### config.mk
export PLATFORM = sky130hd
export DESIGN_NAME = rvvi_retire_arb
export DESIGN_NICKNAME = d
export VERILOG_FILES = /design/src/rtl/rvvi_retire_arb.sv
export SDC_FILE = /design/constraint.sdc
export NUM_CORES = 1
export LEC_CHECK = 0
export CAP_MARGIN = 20
export CORE_MARGIN = 2
export CORE_UTILIZATION = 45
export DETAILED_ROUTE_END_ITERATION = 12
export PLACE_DENSITY = 0.83
export SYNTH_ARGS = -nofsm -noshare
export SYNTH_HDL_FRONTEND = slang
export SYNTH_SLANG_ARGS = --single-unit
### constraint.sdc
create_clock -name clk -period 3.6 [get_ports clk]
set_input_delay 0.54 -clock clk [delete_from_list [all_inputs] [get_ports clk]]
set_output_delay 0.54 -clock clk [all_outputs]
set_load 0.02 [all_outputs]
### src/rtl/rvvi_retire_arb.sv
// rvvi_retire_arb: round-robin merge of per-hart retirement records onto a
// single RVVI trace port. Each granted record is stamped with its hart's
// running 64-bit instruction order count and registered with the hart id.
// Halted harts are masked out of arbitration. A flush request drains the
// output stage and then zeroes every order counter.
module rvvi_retire_arb #(
  parameter  int ILEN  = 32,
  parameter  int XLEN  = 32,
  parameter  int NHART = 2,
  localparam int HW    = (NHART > 1) ? $clog2(NHART) : 1
) (
  input  logic                  clk,
  input  logic                  rst_n,
  input  logic [NHART-1:0]      in_valid,
  output logic [NHART-1:0]      in_ready,
  input  logic [NHART*ILEN-1:0] in_insn,
  input  logic [NHART*XLEN-1:0] in_pc_rdata,
  input  logic [NHART*XLEN-1:0] in_pc_wdata,
  input  logic [NHART-1:0]      in_trap,
  input  logic [NHART-1:0]      in_halt,
  input  logic [NHART*2-1:0]    in_mode,
  input  logic [NHART-1:0]      clr_halt,
  input  logic                  flush,
  output logic                  out_valid,
  input  logic                  out_ready,
  output logic [HW-1:0]         out_hart,
  output logic [63:0]           out_order,
  output logic [ILEN-1:0]       out_insn,
  output logic [XLEN-1:0]       out_pc_rdata,
  output logic [XLEN-1:0]       out_pc_wdata,
  output logic                  out_trap,
  output logic                  out_halt,
  output logic [1:0]            out_mode,
  output logic [NHART-1:0]      halted,
  output logic                  busy
);

  typedef enum logic [1:0] {RUN = 2'd0, DRAIN = 2'd1, CLEAR = 2'd2} state_t;

  state_t          state_reg;
  logic            busy_reg;
  logic [HW-1:0]   last_reg;
  logic            out_valid_reg;
  logic [HW-1:0]   out_hart_reg;
  logic [63:0]     out_order_reg;
  logic [ILEN-1:0] out_insn_reg;
  logic [XLEN-1:0] out_pc_rdata_reg;
  logic [XLEN-1:0] out_pc_wdata_reg;
  logic            out_trap_reg;
  logic            out_halt_reg;
  logic [1:0]      out_mode_reg;

  logic [NHART-1:0] halted_vec;
  logic [NHART-1:0] elig;
  logic [HW:0]      cand;
  logic             grant_found;
  logic [HW-1:0]    grant_idx;
  logic             load;

  logic [ILEN-1:0] insn_arr     [NHART];
  logic [XLEN-1:0] pc_rdata_arr [NHART];
  logic [XLEN-1:0] pc_wdata_arr [NHART];
  logic [1:0]      mode_arr     [NHART];
  logic [63:0]     cnt_arr      [NHART];

  assign elig = in_valid & ~halted_vec;

  // Rotating-priority search: start just after the previous winner and wrap.
  always_comb begin
    grant_found = 1'b0;
    grant_idx   = '0;
    cand        = '0;
    for (int k = 1; k <= NHART; k++) begin
      cand = {1'b0, last_reg} + (HW+1)'(k);
      if (cand >= (HW+1)'(NHART)) cand = cand - (HW+1)'(NHART);
      if (!grant_found && (|(elig & (NHART'(1) << cand)))) begin
        grant_found = 1'b1;
        grant_idx   = cand[HW-1:0];
      end
    end
  end

  // Reset is folded in so no hart sees an accept while the block is held in reset.
  assign load     = rst_n && (state_reg == RUN) && grant_found && (!out_valid_reg || out_ready);
  assign in_ready = load ? (NHART'(1) << grant_idx) : '0;

  genvar gi;
  generate
    for (gi = 0; gi < NHART; gi++) begin : g_hart
      logic [63:0] cnt_reg;
      logic        halted_bit_reg;
      logic        hit;

      assign hit              = load && (grant_idx == HW'(gi));
      assign insn_arr[gi]     = in_insn[gi*ILEN +: ILEN];
      assign pc_rdata_arr[gi] = in_pc_rdata[gi*XLEN +: XLEN];
      assign pc_wdata_arr[gi] = in_pc_wdata[gi*XLEN +: XLEN];
      assign mode_arr[gi]     = in_mode[gi*2 +: 2];
      assign cnt_arr[gi]      = cnt_reg;
      assign halted_vec[gi]   = halted_bit_reg;

      // Order counter: every grant (trap and halt included) consumes one value; wraps naturally.
      always_ff @(posedge clk) begin
        if (!rst_n)                  cnt_reg <= '0;
        else if (state_reg == CLEAR) cnt_reg <= '0;
        else if (hit)                cnt_reg <= cnt_reg + 64'd1;
      end

      // Sticky halt flag; a halting grant outranks a same-cycle clear.
      always_ff @(posedge clk) begin
        if (!rst_n)                 halted_bit_reg <= 1'b0;
        else if (hit && in_halt[gi]) halted_bit_reg <= 1'b1;
        else if (clr_halt[gi])      halted_bit_reg <= 1'b0;
      end
    end
  endgenerate

  // Output register, round-robin pointer and RUN/DRAIN/CLEAR sequencing.
  always_ff @(posedge clk) begin
    if (!rst_n) begin
      state_reg        <= RUN;
      busy_reg         <= 1'b0;
      last_reg         <= HW'(NHART - 1);
      out_valid_reg    <= 1'b0;
      out_hart_reg     <= '0;
      out_order_reg    <= '0;
      out_insn_reg     <= '0;
      out_pc_rdata_reg <= '0;
      out_pc_wdata_reg <= '0;
      out_trap_reg     <= 1'b0;
      out_halt_reg     <= 1'b0;
      out_mode_reg     <= '0;
    end else begin
      if (load) begin
        out_valid_reg    <= 1'b1;
        out_hart_reg     <= grant_idx;
        out_order_reg    <= cnt_arr[grant_idx];
        out_insn_reg     <= insn_arr[grant_idx];
        out_pc_rdata_reg <= pc_rdata_arr[grant_idx];
        out_pc_wdata_reg <= pc_wdata_arr[grant_idx];
        out_trap_reg     <= in_trap[grant_idx];
        out_halt_reg     <= in_halt[grant_idx];
        out_mode_reg     <= mode_arr[grant_idx];
        last_reg         <= grant_idx;
      end else if (out_valid_reg && out_ready) begin
        out_valid_reg <= 1'b0;
      end

      case (state_reg)
        RUN: begin
          if (flush) begin
            state_reg <= DRAIN;
            busy_reg  <= 1'b1;
          end
        end
        DRAIN: begin
          if (!out_valid_reg || out_ready) begin
            state_reg <= CLEAR;
            busy_reg  <= 1'b1;
          end
        end
        CLEAR: begin
          state_reg <= RUN;
          busy_reg  <= 1'b0;
          last_reg  <= HW'(NHART - 1);
        end
        default: begin
          state_reg <= RUN;
          busy_reg  <= 1'b0;
        end
      endcase
    end
  end

  assign out_valid    = out_valid_reg;
  assign out_hart     = out_hart_reg;
  assign out_order    = out_order_reg;
  assign out_insn     = out_insn_reg;
  assign out_pc_rdata = out_pc_rdata_reg;
  assign out_pc_wdata = out_pc_wdata_reg;
  assign out_trap     = out_trap_reg;
  assign out_halt     = out_halt_reg;
  assign out_mode     = out_mode_reg;
  assign halted       = halted_vec;
  assign busy         = busy_reg;

endmodule

==> results_dict.tcl, run 1 <==
set metrics [dict create \
    total_leakage_power_nw 5.99 \
    arrival_ns 2.71 \
    overflow 0 \
    rows 63 \
    worst_slew_pin_slew_ns 0.829 \
    maxCapViolCount 0 \
    postCtsSetupBuffers 0 \
    cts_tree "built" \
    synth_xor_area_share_pct 1.67 \
    htree_levels 2 \
    dr.first_iter.drc_count 1401 \
    fillCellCount 2450 \
    r2r-end "g_hart[1].cnt_reg[51]" \
    antenna_found_initial 2 \
    die_x_um 178 \
    yosysWarnings 0 \
    worstReg2RegStart "g_hart[1].cnt_reg[10]" \
    synth_edf_count 0 \
    synth_fa_ha_area_share_pct 0.184 \
    criticalPathCategory "in2out" \
    gp_congestion 0.922 \
    grt_pass1_wl_um 74400 \
    hp-start "busy" \
    numCtsBuffers 34 \
    fin_util_pct 63.2 \
    yosys.area_share.simple_pct 29.9 \
    synth_top_area_share_pct 44.1 \
    finalWorstSetupSlack_ns 0.351 \
    fin_crit_sh_pct 90.3 \
    clk_latency_ns 0.52 \
    synth_area_leaders "dfxtp_1, nand2_1, a311oi_1" \
    drt_pass1_iterations 6 \
    yosysSeqAreaShare_pct 44.1 \
    clk_pin_slew_ns 0.05 \
    die_area_um2 31700 \
    multi_input_area_um2 7050 \
    synth_top_family_by_area "simple AND/OR/NAND/NOR gates" \
    register_area_um2 6010 \
    r2r_cells 6 \
    die_y_um 178 \
    min_period_ns 3.25 \
    drive_above_1_share_pct 4.18 \
    dp.final_hpwl_um 32700 \
    port_buffers 378 \
    synth.cell_area_um2 13600 \
    postCtsHoldBufs 0 \
    fmax_mhz 308 \
    track_usage_pct 29.3 \
    clock-sinks 300 \
    synth-compound-area-share_pct 19.4 \
    holdPathEnd "busy" \
    areaGrowthSynthToFinish_pct 37.9 \
    cts-root-buf "clkbuf_16" \
    yosysTopAreaCell "dfxtp_1" \
    critPathLaunchType "primary input" \
    wl_per_cell_um 19.4 \
    synth_mux_area_share_pct 0.367 \
    ys_ff_latch 300 \
    vias 14700 \
    maxSlewViolCount 0 \
    syn_nets 1961 \
    max_slew_margin_pct 44.5 \
    largest_reg_flops 128 \
    synthFlopType "dfxtp_1" \
    core_um2 29700 \
    rsz0062_at_grt "no" \
    hold_class "reg2reg" \
    power_density_nw_per_um2 452 \
    start_util_pct 45.8 \
    routed_wl_um 48100 \
    synth.distinct_cells 43 \
    setup_tns_ns 0 \
    finalPower_mw 8.50 \
    outcome "complete, no violations" \
    grt_max_degree 169 \
    worst-path-max-fanout 6 \
    drc 0 \
    finalSetupViolations 0 \
    dp_slack_ns 0.148 \
    reg2reg_slack_ns 0.87 \
    hold_path_depth 2 \
    ir_drop_v 0.000377 \
    final_net_count 2271 \
    ios 379 \
    syn_avg_cell_area_um2 7.78 \
    postSynthCellCount 1751 \
    async_flop_share_pct 0 \
    crit_path_end_kind "output pin" \
    viasPerCell 5.96 \
    ctsLongestPathBuffers 3 \
    grt_pass1_vias 13800 \
    finalHoldViolCount 0 \
    ant_nets 0 \
    worstPathRequired_ns 3.06 \
    cts_resized 0 \
    skew_ns 0.0249 \
    holdWs_ns 0.471 \
]
## synthesized netlist by cell type, types with 2 or more instances
cell type,instances
nand2_1,398
dfxtp_1,300
nor2_1,218
a311oi_1,164
clkbuf_1,126
a21oi_1,102
or4_1,57
nand4_1,50
o31ai_1,46
or3_1,46
o21ai_0,44
nand3_1,42
inv_1,19
nor3_1,19
xnor2_1,16
nor4_1,14
and3_1,12
xor2_1,10
and4_1,7
nand2b_1,7
o41ai_1,7
nand4b_1,6
and2_1,5
mux2i_1,5
buf_4,4
nor2b_1,4
buf_1,3
buf_2,2
ha_1,2
o211ai_1,2
o21ai_1,2
## metrics by stage
step | area, µm² | instances
after floorplan | 13600 | 1751
final | 18800 | 2473
after detailed placement | 17700 | 2415
after global routing | 18800 | 2472
after global placement | 17700 | 2415
after CTS | 18800 | 2472
## worst max-delay path, cell delays in order
cell	delay [ns]
clkdlybuf4s50_1	0.60
nand2b_1	0.18
or3_1	0.47
nor2_1	0.23
clkdlybuf4s50_1	0.68
## worst max path at each step
stage,startpoint,endpoint,slack [ns],cells after the start
finish,rst_n,in_ready[0],0.35,5
global route,in_valid[0],in_ready[0],0.21,5
CTS,rst_n,in_ready[0],0.35,5
detailed placement,rst_n,g_hart[0].cnt_reg[54],0.15,7
global placement,rst_n,g_hart[0].cnt_reg[32],0.19,7
floorplan,out_ready,g_hart[0].cnt_reg[42],1.06,8
## cell families after synthesis
group / after synthesis
compound gates: 372
xor+xnor: 26
fa+ha+maj: 2
buf+inv: 156
flops: 300
mux: 5
simple gates: 890
## final cells by class
cell class              count  share of cell area [%]
multi-input cells        1295                    37.5
flip-flops and latches    300                    32.0
repair buffers            410                    21.8
clock buffers              52                    5.37
well taps                 390                    2.60
inverters                  20                   0.413
clock inverters             5                   0.306
diodes                      1                  0.0133
## metal layers
metal,up-vias,GRT usage [%],share of wire [%]
met1,6919,36.6,40
met3,142,5.82,8.8
met5,-,0,0.027
met2,701,48.5,46
met4,2,13.8,5.0
li1,6981,-,-
## power breakdown
| part | switching (mW) | internal (mW) | total (mW) |
|---|---|---|---|
| Clock | 1.37 | 2.00 | 3.37 |
| Combinational | 0.836 | 0.688 | 1.52 |
| Sequential | 0.106 | 3.50 | 3.61 |
| Total | 2.31 | 6.19 | 8.50 |
## cell usage in the layout, fill, tap and decap left out, drive strengths merged, types with 7 or more instances in the layout
cell type / instances
nand2b: 7
inv: 22
nor4: 15
or4: 57
or3: 46
nand2: 398
clkdlybuf4s50: 378
clkbuf: 52
dfxtp: 300
nor3: 19
buf: 32
nand3: 42
a311oi: 164
and3: 12
o21ai: 46
o31ai: 46
and4: 7
o41ai: 7
a21oi: 102
xor2: 10
nor2: 218
nand4: 50
xnor2: 16
Note: power is estimated with default switching activity, not from simulation.
==> inputs of run 2 (changes only) <==
--- a/config.mk
+++ b/config.mk
@@ -10,6 +10,7 @@
 export CORE_UTILIZATION = 45
 export DETAILED_ROUTE_END_ITERATION = 12
 export PLACE_DENSITY = 0.83
+export SETUP_SLACK_MARGIN = 0.05
 export SYNTH_ARGS = -nofsm -noshare
 export SYNTH_HDL_FRONTEND = slang
 export SYNTH_SLANG_ARGS = --single-unit
==> results of run 2 <==
Final layout, timing and power as in run 1 (identical DEF).
==> inputs of run 3 (changes only) <==
--- a/config.mk
+++ b/config.mk
@@ -7,9 +7,9 @@
 export LEC_CHECK = 0
 export CAP_MARGIN = 20
 export CORE_MARGIN = 2
-export CORE_UTILIZATION = 45
+export CORE_UTILIZATION = 52
 export DETAILED_ROUTE_END_ITERATION = 12
-export PLACE_DENSITY = 0.83
+export PLACE_DENSITY = 0.93
 export SETUP_SLACK_MARGIN = 0.05
 export SYNTH_ARGS = -nofsm -noshare
 export SYNTH_HDL_FRONTEND = slang
==> constraint.sdc (replaced) <==
create_clock -name clk -period 3.6 [get_ports clk]
set_input_delay 0.54 -clock clk [delete_from_list [all_inputs] [get_ports clk]]
set_output_delay 0.54 -clock clk [all_outputs]
set_load 0.01 [all_outputs]
==> run 3 against run 2 <==
  * Via count increased by 2.8%
  * Clock-buffer cell count increased by 1
  * Routed wire length is 5.0% higher
  * Largest cell class unchanged
==> results_dict.tcl, run 3 (synthesized netlist as in run 1, its figures left out) <==
set metrics [dict create \
    fmax_mhz 316 \
    criticalPathCategory "in2out" \
    worstPathCellList "clkdlybuf4s50_1, nand2b_1, or3_1, buf_4, nor2_1, clkdlybuf4s50_1" \
    start_util_pct 52.6 \
    largest_reg_flops 128 \
    grt_pass1_wl_um 78900 \
    clock-sinks 300 \
    met2_usage_pct 58.8 \
    total_leakage_power_nw 5.99 \
    ctsLongestPathBuffers 3 \
    fillCellCount 1919 \
    antenna_found_initial 1 \
    crit_path_end_kind "output pin" \
    fin_util_pct 72.3 \
    viasPerCell 6.27 \
    track_usage_pct 35.2 \
    postCtsHoldBufs 0 \
    arrival_ns 2.62 \
    layout_common_cells "nand2_1, clkdlybuf4s50_1, dfxtp_1" \
    top_usage_layer "met2" \
    max_slew_margin_pct 37.4 \
    drt_pass1_iterations 6 \
    finalSetupViolations 0 \
    vias 15200 \
    worstPathRequired_ns 3.06 \
    outcome "complete, no violations" \
    critPathBufInv 3 \
    maxSlewViolCount 0 \
    drive_above_1_share_pct 4.18 \
    die_x_um 166 \
    grt_max_degree 169 \
    clk_latency_ns 0.53 \
    die_y_um 166 \
    core_um2 25900 \
    numCtsBuffers 35 \
    wl_per_cell_um 20.8 \
    critPathLaunchType "primary input" \
    drc 0 \
    dp.final_hpwl_um 34800 \
    ant_nets 0 \
    critPathMostFrequentCell "clkdlybuf4s50_1" \
    htree_levels 2 \
    skew_ns 0.0235 \
    critPathSlowestCell "clkdlybuf4s50_1" \
    final_common_cell "nand2_1" \
    worst_slew_pin_slew_ns 0.936 \
    setup_tns_ns 0 \
    cts-root-buf "clkbuf_16" \
    maxCapViolCount 0 \
    overflow 0 \
    final_net_count 2273 \
    met1_usage_pct 44.0 \
    cp_top_family "buffers and inverters" \
    finalHoldViolCount 0 \
    register_area_um2 6010 \
    hold_class "reg2reg" \
    multi_input_area_um2 7050 \
    rows 59 \
    areaGrowthSynthToFinish_pct 37.5 \
    clk_pin_slew_ns 0.06 \
    fin_crit_sh_pct 87.9 \
    ir_drop_v 0.000394 \
    critical_path.max_stage_delay_ns 0.59 \
    grt_pass1_vias 14300 \
    min_period_ns 3.16 \
    gp_congestion 0.958 \
    routed_wl_um 50500 \
    ios 379 \
    cts_tree "built" \
    cts_resized 0 \
    rsz0062_at_grt "no" \
    die_area_um2 27500 \
    globalRouteMet3Util_pct 6.63 \
    dr.first_iter.drc_count 1708 \
    port_buffers 378 \
    postCtsSetupBuffers 0 \
    worst-path-max-fanout 15 \
    power_density_nw_per_um2 448 \
]
-- run 3: changes by cell type in the layout (fill, tap and decap cells not counted), sizes merged --
cell	before	now
bufinv	1	0
diode	1	2
clkbuf	52	53
buf	32	33
-- run 3: where the power goes --
group	internal, mW	switching, mW
clock	1.96	1.40
combinational	0.692	0.718
sequential	3.50	0.116
-- run 3: layer usage --
metal | vias up | part of all wire [%]
li1 | 6988 | -
met1 | 7239 | 39
met2 | 785 | 48
met3 | 150 | 8.1
met4 | 0 | 5.0
met5 | - | 0
-- run 3: final timing paths --
kind / start / end / depth (start not counted) / slack (ns)
hold reg to reg: busy / busy / 2 / 0.46
setup reg to reg: g_hart[1].cnt_reg[4] / g_hart[1].cnt_reg[53] / 5 / 0.78
hold / removal: busy / busy / 2 / 0.46
setup / recovery: rst_n / in_ready[0] / 6 / 0.44
-- run 3: area by class of cell --
type / instances / area share (%)
tap: 335 / 2.24
antenna: 2 / 0.0267
inverter: 20 / 0.414
sequential: 300 / 32.1
multi-input combinational: 1295 / 37.7
timing repair buffer: 411 / 21.9
clock buffer: 53 / 5.47
clock inverter: 4 / 0.207
-- run 3: through the flow --
step                      setup WS, ns  instance area [µm²]  std cells  power, mW  hold slack (ns)
after floorplan                   1.06                13600       1751       4.27            0.452
after global placement           0.374                17700       2361       5.04            0.452
after detailed placement         0.306                17700       2361       5.07            0.456
after CTS                        0.430                18700       2418       8.41            0.465
after global routing             0.372                18700       2419       8.65            0.495
final                            0.436                18700       2420       8.39            0.465
-- run 3: tightest hold or removal path, delay by kind of cell (launching register included) --
kind                   cells  cell delay [ns]
buffers and inverters      1             0.05
flip-flops                 1             0.32
AO/OA/AOI/OAI              1             0.05
